==> config.mk <==
export PLATFORM = sky130hd
export DESIGN_NAME = average_read_control
export DESIGN_NICKNAME = d
export VERILOG_FILES = /design/src/rtl/average_read_control.sv
export SDC_FILE = /design/constraint.sdc
export NUM_CORES = 1
export LEC_CHECK = 0
export ABC_AREA = 1
export ABC_CLOCK_PERIOD_IN_PS = 2700
export BUFFER_PORTS_ARGS = -buffer_cell sky130_fd_sc_hd__buf_2
export CORE_AREA = 4 4 95 97
export DETAILED_ROUTE_END_ITERATION = 7
export DIE_AREA = 0 0 99 101
export PLACE_DENSITY = 0.89
export RECOVER_POWER = 50
export SETUP_SLACK_MARGIN = 0.3
export SKIP_CTS_REPAIR_TIMING = 1
export SLEW_MARGIN = 20
export SYNTH_ARGS = -nofsm -noshare
export SYNTH_HDL_FRONTEND = slang
export SYNTH_SLANG_ARGS = --single-unit
export TNS_END_PERCENT = 20
==> constraint.sdc <==
create_clock -name i_clk -period 2.7 [get_ports i_clk]
set_input_delay 0.135 -clock i_clk [delete_from_list [all_inputs] [get_ports i_clk]]
set_output_delay 0.135 -clock i_clk [all_outputs]
set_load 0.05 [all_outputs]
==> src/rtl/average_read_control.sv <==
// Streams the 16-lane average buffer out as six 3-lane groups (opcodes 32..37).
// Define AVG_READ_CAPTURE_EN to snapshot the buffer on start instead of reading it live.
module average_read_control #(
  parameter int DATA_W = 8
) (
  input  logic                 i_clk,
  input  logic                 i_rst,
  input  logic                 i_start,
  input  logic [16*DATA_W-1:0] i_avgData,
  input  logic                 i_ready,
  output logic                 o_valid,
  output logic [5:0]           o_opcode,
  output logic [15:0]          o_selRead,
  output logic [3*DATA_W-1:0]  o_data,
  output logic                 o_busy,
  output logic                 o_done
);

  typedef enum logic [1:0] {
    IDLE,
    SEND,
    DONE
  } state_t;

  state_t state, state_n;
  logic [2:0] g, g_n;
  logic [16*DATA_W-1:0] src;
  logic [DATA_W-1:0] lane [16];
  logic [3:0] base;
  logic [3*DATA_W-1:0] grp;
  logic [15:0] sel;

`ifdef AVG_READ_CAPTURE_EN
  logic [16*DATA_W-1:0] snap;

  // Freeze the buffer when a readout is accepted
  always_ff @(posedge i_clk or posedge i_rst) begin
    if (i_rst) begin
      snap <= '0;
    end else if (state == IDLE && i_start) begin
      snap <= i_avgData;
    end
  end

  assign src = snap;
`else
  assign src = i_avgData;
`endif

  // State and group counter registers
  always_ff @(posedge i_clk or posedge i_rst) begin
    if (i_rst) begin
      state <= IDLE;
      g     <= '0;
    end else begin
      state <= state_n;
      g     <= g_n;
    end
  end

  // Split the flat buffer into lanes
  always_comb begin
    for (int k = 0; k < 16; k++) begin
      lane[k] = src[k*DATA_W +: DATA_W];
    end
  end

  // Pick the lanes of the current group; the last group holds lane 15 alone
  always_comb begin
    base = 4'(g) * 4'd3;
    if (g == 3'd5) begin
      grp = {{(2*DATA_W){1'b0}}, lane[15]};
    end else begin
      grp = {lane[base+4'd2], lane[base+4'd1], lane[base]};
    end
  end

  // Lane mask of the current group
  always_comb begin
    sel = '0;
    unique case (g)
      3'd0: sel = 16'h0007;
      3'd1: sel = 16'h0038;
      3'd2: sel = 16'h01C0;
      3'd3: sel = 16'h0E00;
      3'd4: sel = 16'h7000;
      3'd5: sel = 16'h8000;
      default: sel = '0;
    endcase
  end

  // Next state and outputs; everything is zero outside SEND/DONE
  always_comb begin
    state_n   = state;
    g_n       = g;
    o_valid   = 1'b0;
    o_opcode  = '0;
    o_selRead = '0;
    o_data    = '0;
    o_busy    = 1'b0;
    o_done    = 1'b0;
    unique case (state)
      IDLE: begin
        g_n = '0;
        if (i_start) begin
          state_n = SEND;
        end
      end
      SEND: begin
        o_valid   = 1'b1;
        o_busy    = 1'b1;
        o_opcode  = 6'd32 + 6'(g);
        o_selRead = sel;
        o_data    = grp;
        if (i_ready) begin
          if (g == 3'd5) begin
            state_n = DONE;
            g_n     = '0;
          end else begin
            g_n = g + 3'd1;
          end
        end
      end
      DONE: begin
        o_busy  = 1'b1;
        o_done  = 1'b1;
        state_n = IDLE;
        g_n     = '0;
      end
      default: begin
        state_n = IDLE;
        g_n     = '0;
      end
    endcase
  end

endmodule

Word level (Yosys, flattened, before mapping) --
Index checks and enable logic that the tools add are counted.
Cells by class: bitwise logic cells 3, mux-type cells 24, equal/unequal tests 10, magnitude comparators 3, add/subtract/negate cells 4, reductions and logical operators 4, $mul 1
Operators with widths (count):
- binary-select mux 8 bit (select 4 bit) | 3
- case mux 16 bit (6 select lines) | 1
- 2-to-1 mux 24 bit | 2
- 2-to-1 mux 8 bit | 6
- 2-to-1 mux 16 bit | 1
- greater-or-equal comparator 5 bit (second input constant) | 3
- NOT 4 -> 5 bit | 3
- 2-to-1 mux 3 bit | 3
- adder 6 x 3 -> 6 bit (first input constant) | 1
- == test 3 x 2 -> 1 bit (second input constant) | 2
- == test 3 bit (second input constant) | 2
- 2-to-1 mux 2 bit | 3
- 2-to-1 mux 6 bit | 1
- != test 2 bit (second input constant) | 3
- adder 4 x 1 -> 4 bit (second input constant) | 1
- adder 4 x 2 -> 4 bit (second input constant) | 1
- multiplier 3 x 2 -> 4 bit (second input constant) | 1
- case mux 2 bit (2 select lines) | 1
- adder 3 x 1 -> 3 bit (second input constant) | 1
- == test 3 x 1 -> 1 bit (second input constant) | 1
- logical NOT 3 bit | 1
- 2-to-1 mux 1 bit | 3
- AND reduction 3 bit | 1
- == test 2 x 1 -> 1 bit (second input constant) | 1
- 3 further kinds | 3
Word-level totals: flip-flop bits (word level) 5, output and inout bits 49

Longest topological paths before layout --
depth after elaboration 8, depth in mapped cells 15

Least setup slack after synthesis --
No wires, ideal clock.
path kind reg-to-output, start point register g[1], end point output o_data[10], cell stages (with the launch flop) 11, slack -113 ps, arrival time 2678 ps, cells stage by stage dfrtp_1 > ha_1 > fa_1 > inv_1 > nand2_1 > nand2_1 > clkbuf_1 > o21ai_0 > o21ai_0 > nor2_1 > nor2_1
Between the ends: cells in the longest elaborated chain, start to end 8, elaborated cells between the ends (all ways) 9
Ends and longest elaborated chain:
- start, declared | line 26 | logic [2:0] g, g_n;
- start signal, assigned | line 57 | g <= g_n;
- multiplier 3 x 2 -> 4 bit | line 70 | base = 4'(g) * 4'd3;
- adder 4 x 1 -> 4 bit | line 74 | grp = {lane[base+4'd2], lane[base+4'd1], lane[base]};
- NOT 4 -> 5 bit (implied by the code) | line 74
- binary-select mux 8 bit (select 4 bit) | line 74
- 2-to-1 mux 8 bit (implied by the code) (2 in series) | line 74
- 2-to-1 mux 24 bit * | line 71 | if (g == 3'd5) begin
- 2-to-1 mux 24 bit * | line 102 | unique case (state)
- end, declared | line 14 | output logic [3*DATA_W-1:0] o_data,
Every way passes the cells marked *; elsewhere a longest branch is shown, timed or not. The select of a mux whose other input is x is not followed.

Worst setup path in the final report --
start point register g[0], end point output o_data[1]
Between the ends: cells in the longest elaborated chain, start to end 7, elaborated cells between the ends (all ways) 8
Ends and longest elaborated chain (line):
- multiplier 3 x 2 -> 4 bit | 70
- NOT 4 -> 5 bit (implied by the code) | 74
- binary-select mux 8 bit (select 4 bit) | 74
- 2-to-1 mux 8 bit (implied by the code) (2 in series) | 74
- 2-to-1 mux 24 bit * | 71
- 2-to-1 mux 24 bit * | 102
Marked as above.

==> impl_metrics.prom <==
# TYPE chip_impl_metric gauge
chip_impl_info{name="run_status",value="finished with violations"} 1
chip_impl_info{name="violations",value="negative setup slack"} 1
chip_impl_info{name="criticalPathCategory",value="flop to output port"} 1
chip_impl_metric{name="yosysWarningCount",unit=""} 0
chip_impl_metric{name="floorplan.initialDensity",unit=""} 0.479
chip_impl_info{name="critical_path.reg2reg.startpoint",value="g[0]$_DFFE_PP0P_"} 1
chip_impl_metric{name="async_set_reset_flop_share_out_of_synthesis",unit=""} 1.00
chip_impl_info{name="top_count_cell_post_synth",value="sky130_fd_sc_hd__nand2_1"} 1
chip_impl_info{name="yosysTopAreaCell",value="sky130_fd_sc_hd__nand2_1"} 1
chip_impl_metric{name="critPathRequiredTime",unit="ps"} 2570
chip_impl_metric{name="final.min_clock_period",unit="ps"} 2780
chip_impl_metric{name="clock-sinks",unit=""} 5
chip_impl_metric{name="grt_antenna_before_repair",unit=""} 0
chip_impl_metric{name="worst-r2r-cell-count",unit=""} 9
chip_impl_metric{name="groute.usage.overall",unit=""} 0.299
chip_impl_metric{name="floorplan.die.height",unit="µm"} 101
chip_impl_metric{name="die_w",unit="µm"} 99
chip_impl_info{name="hold_class",value="input port to flop"} 1
chip_impl_metric{name="postSynthAreaPerCell",unit="µm²"} 4.50
chip_impl_metric{name="clock_latency_at_the_later_pin_of_the_worst_skew_pair",unit="ps"} 230
chip_impl_info{name="rsz0062_at_grt",value="true"} 1
chip_impl_info{name="synth_area_leaders",value="sky130_fd_sc_hd__nand2_1, sky130_fd_sc_hd__nor2_1, sky130_fd_sc_hd__nand3_1"} 1
chip_impl_metric{name="timing.final.setup_violations",unit=""} 21
chip_impl_metric{name="post-route-period-util",unit=""} 1.03
chip_impl_metric{name="drive_above_1_share",unit=""} 0.273
chip_impl_metric{name="fin_tns_setup",unit="ps"} -713
chip_impl_metric{name="design.final.nets",unit=""} 1177
chip_impl_metric{name="post_synth_xor_area_fraction",unit=""} 0.00674
chip_impl_metric{name="post-place-ws",unit="ps"} 114
chip_impl_metric{name="drc_errors",unit=""} 0
chip_impl_metric{name="wirelength",unit="µm"} 16600
chip_impl_metric{name="ir_worst_vdd",unit="mV"} 1.09
chip_impl_metric{name="number_of_cts_inserted_buffers",unit=""} 3
chip_impl_metric{name="design.die.area",unit="µm²"} 10000
chip_impl_metric{name="yosysTopAreaCellShare",unit=""} 0.280
chip_impl_metric{name="worst-endpoint-arrival",unit="ps"} 2650
chip_impl_metric{name="cellLeakagePower",unit="nW"} 3.10
chip_impl_info{name="worst_r2r_endpoint",value="state[1]$_DFFE_PP0P_"} 1
chip_impl_metric{name="grt_pass1_wl",unit="µm"} 25200
chip_impl_metric{name="antenna_diodes",unit=""} 0
chip_impl_metric{name="postLayoutSetupSlackWorst",unit="ps"} -83.4
chip_impl_metric{name="synth_simple_gate_area_share",unit=""} 0.621
chip_impl_metric{name="post-route-cell-area",unit="µm²"} 5420
chip_impl_info{name="ys.flop_type",value="sky130_fd_sc_hd__dfrtp_1"} 1
chip_impl_metric{name="cts-htree-levels",unit=""} 1
chip_impl_info{name="ys_top_cells_by_count",value="sky130_fd_sc_hd__nand2_1, sky130_fd_sc_hd__nor2_1, sky130_fd_sc_hd__nand3_1"} 1
chip_impl_metric{name="layout.core_utilization",unit=""} 0.667
chip_impl_metric{name="tightest_slew",unit="ps"} 595
chip_impl_metric{name="route.detailed.vias_per_inst",unit=""} 5.52
chip_impl_metric{name="drt-pass1-iter-count",unit=""} 8
chip_impl_metric{name="synthesized_area_fraction_occupied_by_adder_cells",unit=""} 0.0340
chip_impl_metric{name="fp.coreArea",unit="µm²"} 8130
chip_impl_metric{name="place.port_buffers",unit=""} 178
chip_impl_metric{name="io_pins",unit=""} 181
chip_impl_metric{name="std_cell_rows",unit=""} 33
chip_impl_metric{name="synth_unique_cells",unit=""} 28
chip_impl_info{name="tritoncts_clock_tree",value="done"} 1
chip_impl_metric{name="synth-compound-area-share",unit=""} 0.146
chip_impl_metric{name="layout.filler_cells",unit=""} 760
chip_impl_metric{name="synth.ff_latch_count",unit=""} 5
chip_impl_metric{name="grt.overflow.total",unit=""} 0
chip_impl_metric{name="grt_max_degree",unit=""} 121
chip_impl_metric{name="maxCapViolCount",unit=""} 0
chip_impl_metric{name="globalplace.congestion",unit=""} 1.01
chip_impl_info{name="worstSetupStartpoint",value="g[0]$_DFFE_PP0P_"} 1
chip_impl_metric{name="drt-wirelength-per-cell",unit="µm"} 14.6
chip_impl_info{name="critPathLaunchType",value="flop"} 1
chip_impl_metric{name="max_slew_margin_vs_limit",unit=""} 0.605
chip_impl_metric{name="syn-instance-count",unit=""} 865
chip_impl_metric{name="clock_tree.buffer_depth",unit=""} 2
chip_impl_metric{name="clock_transition_at_the_register_clock_pins_on_the_worst_setup_and_hold_paths_after_cts",unit="ps"} 40
chip_impl_metric{name="final-hold-violation-count",unit=""} 0
chip_impl_info{name="cts_root_buffer",value="sky130_fd_sc_hd__clkbuf_8"} 1
chip_impl_metric{name="synth_edf_count",unit=""} 0
chip_impl_metric{name="drt-initial-drc-count",unit=""} 725
chip_impl_metric{name="grt_pass1_vias",unit=""} 5481
chip_impl_info{name="worstSetupEndpoint",value="o_data[1]"} 1
chip_impl_metric{name="max_freq",unit="MHz"} 359
chip_impl_metric{name="synthesis.area",unit="µm²"} 3900
chip_impl_metric{name="clock_skew",unit="ps"} 0.615
chip_impl_metric{name="antenna_violating_nets_post_route",unit=""} 0
chip_impl_metric{name="synth_seq_area_share",unit=""} 0.0321
chip_impl_metric{name="dpl.hpwl",unit="µm"} 12200
chip_impl_info{name="synth_top_family_by_area",value="simple AND/OR/NAND/NOR gates"} 1
chip_impl_metric{name="power.density",unit="nW/µm²"} 1290
chip_impl_metric{name="regToRegSetupSlack",unit="ps"} 710
chip_impl_metric{name="area.growth.synth_to_final",unit="%"} 39.2
chip_impl_metric{name="placed_area",unit="µm²"} 4990
chip_impl_metric{name="total_via_count_after_detailed_routing",unit=""} 6288
chip_impl_metric{name="critical_path.max_fanout",unit=""} 8
chip_impl_metric{name="share_of_cell_area_taken_by_muxes_after_synthesis",unit=""} 0
chip_impl_metric{name="final_max_tran_viols",unit=""} 0
chip_impl_info{name="endpoint_kind",value="output port"} 1
==> kinds of logic after synthesis <==
group / count (synthesis)
and+or+nand+nor: 597
buffers and inverters: 139
AOI/OAI and AO/OA: 110
adders and majority gates: 10
DFF: 5
xor gates and xnor gates: 3
other: 1
==> layout make-up <==
type	instances	area, µm²	area share
repair buffers	226	1490	0.275
clock buffers	4	45.0	0.00830
inverters	77	297	0.0547
multi-input cells	722	3330	0.614
well taps	105	131	0.0242
flip-flops and latches	5	129	0.0238
==> how the worst min path moves through the flow <==
stage                                      end  startpoint  slack, ps  cells after the start
after floorplan               g[0]$_DFFE_PP0P_       i_rst        -90                      1
after global placement    state[0]$_DFFE_PP0P_       i_rst         40                      2
after detailed placement  state[0]$_DFFE_PP0P_       i_rst         40                      2
after CTS                 state[0]$_DFFE_PP0P_       i_rst       -200                      2
after global routing          g[1]$_DFFE_PP0P_     i_ready        190                      2
final                         g[1]$_DFFE_PP0P_     i_ready        170                      2
==> where the power goes <==
group | switching, mW | total, mW | internal [mW] | leakage [nW]
logic | 4.54 | 6.74 | 2.20 | 3.01
registers | 0.0263 | 0.131 | 0.105 | 0.0638
clock network | 0.0436 | 0.146 | 0.102 | 0.0228
total | 4.61 | 7.02 | 2.41 | 3.10
==> through the flow <==
step	power (mW)	cells	hold WS, ps
final	7.02	1139	169
after global placement	5.97	1126	39.1
after global routing	7.52	1139	190
after floorplan	4.50	866	-86.5
after detailed placement	6.02	1126	42.2
after CTS	6.18	1130	-197
==> layout by cell type, fill, tap and decap left out, types with 4 or more instances in the layout <==
cell,n
sky130_fd_sc_hd__dfrtp_1,4
sky130_fd_sc_hd__ha_1,7
sky130_fd_sc_hd__buf_4,32
sky130_fd_sc_hd__buf_6,30
sky130_fd_sc_hd__buf_2,149
sky130_fd_sc_hd__a21oi_1,7
sky130_fd_sc_hd__nand3_2,5
sky130_fd_sc_hd__nor2_4,8
sky130_fd_sc_hd__inv_2,6
sky130_fd_sc_hd__nor2_2,16
sky130_fd_sc_hd__o21ai_1,8
sky130_fd_sc_hd__nand3_1,113
sky130_fd_sc_hd__nand2_2,8
sky130_fd_sc_hd__o22ai_1,4
sky130_fd_sc_hd__or2_2,7
sky130_fd_sc_hd__clkbuf_1,7
sky130_fd_sc_hd__nor2_1,154
sky130_fd_sc_hd__o21ai_0,84
sky130_fd_sc_hd__nand2_1,283
sky130_fd_sc_hd__inv_1,67
==> registers in the layout, indices dropped and copies added (netlist names) <==
name	cells
g	3
state	2
==> critical path, stage by stage, from the launching register on <==
cell and delay [ps]:
sky130_fd_sc_hd__dfrtp_4 500, sky130_fd_sc_hd__ha_4 180, sky130_fd_sc_hd__fa_2 620, sky130_fd_sc_hd__inv_4 60, sky130_fd_sc_hd__nor2_4 120, sky130_fd_sc_hd__buf_4 140
sky130_fd_sc_hd__buf_12 130, sky130_fd_sc_hd__nand3_2 70, sky130_fd_sc_hd__nand2_2 90, sky130_fd_sc_hd__nor2_1 40, sky130_fd_sc_hd__nand2_1 90, sky130_fd_sc_hd__nand3_2 90
sky130_fd_sc_hd__nand2_2 80, sky130_fd_sc_hd__inv_1 60, sky130_fd_sc_hd__buf_6 150
==> metal layers <==
metal	wire length [µm]	track usage	vias to the layer above
li1	-	-	3053
met3	2410	0.0540	70
met2	7400	0.482	515
met4	544	0.0945	0
met1	6220	0.403	2650
met5	0	0	-
(Power assumes the default switching activity.)
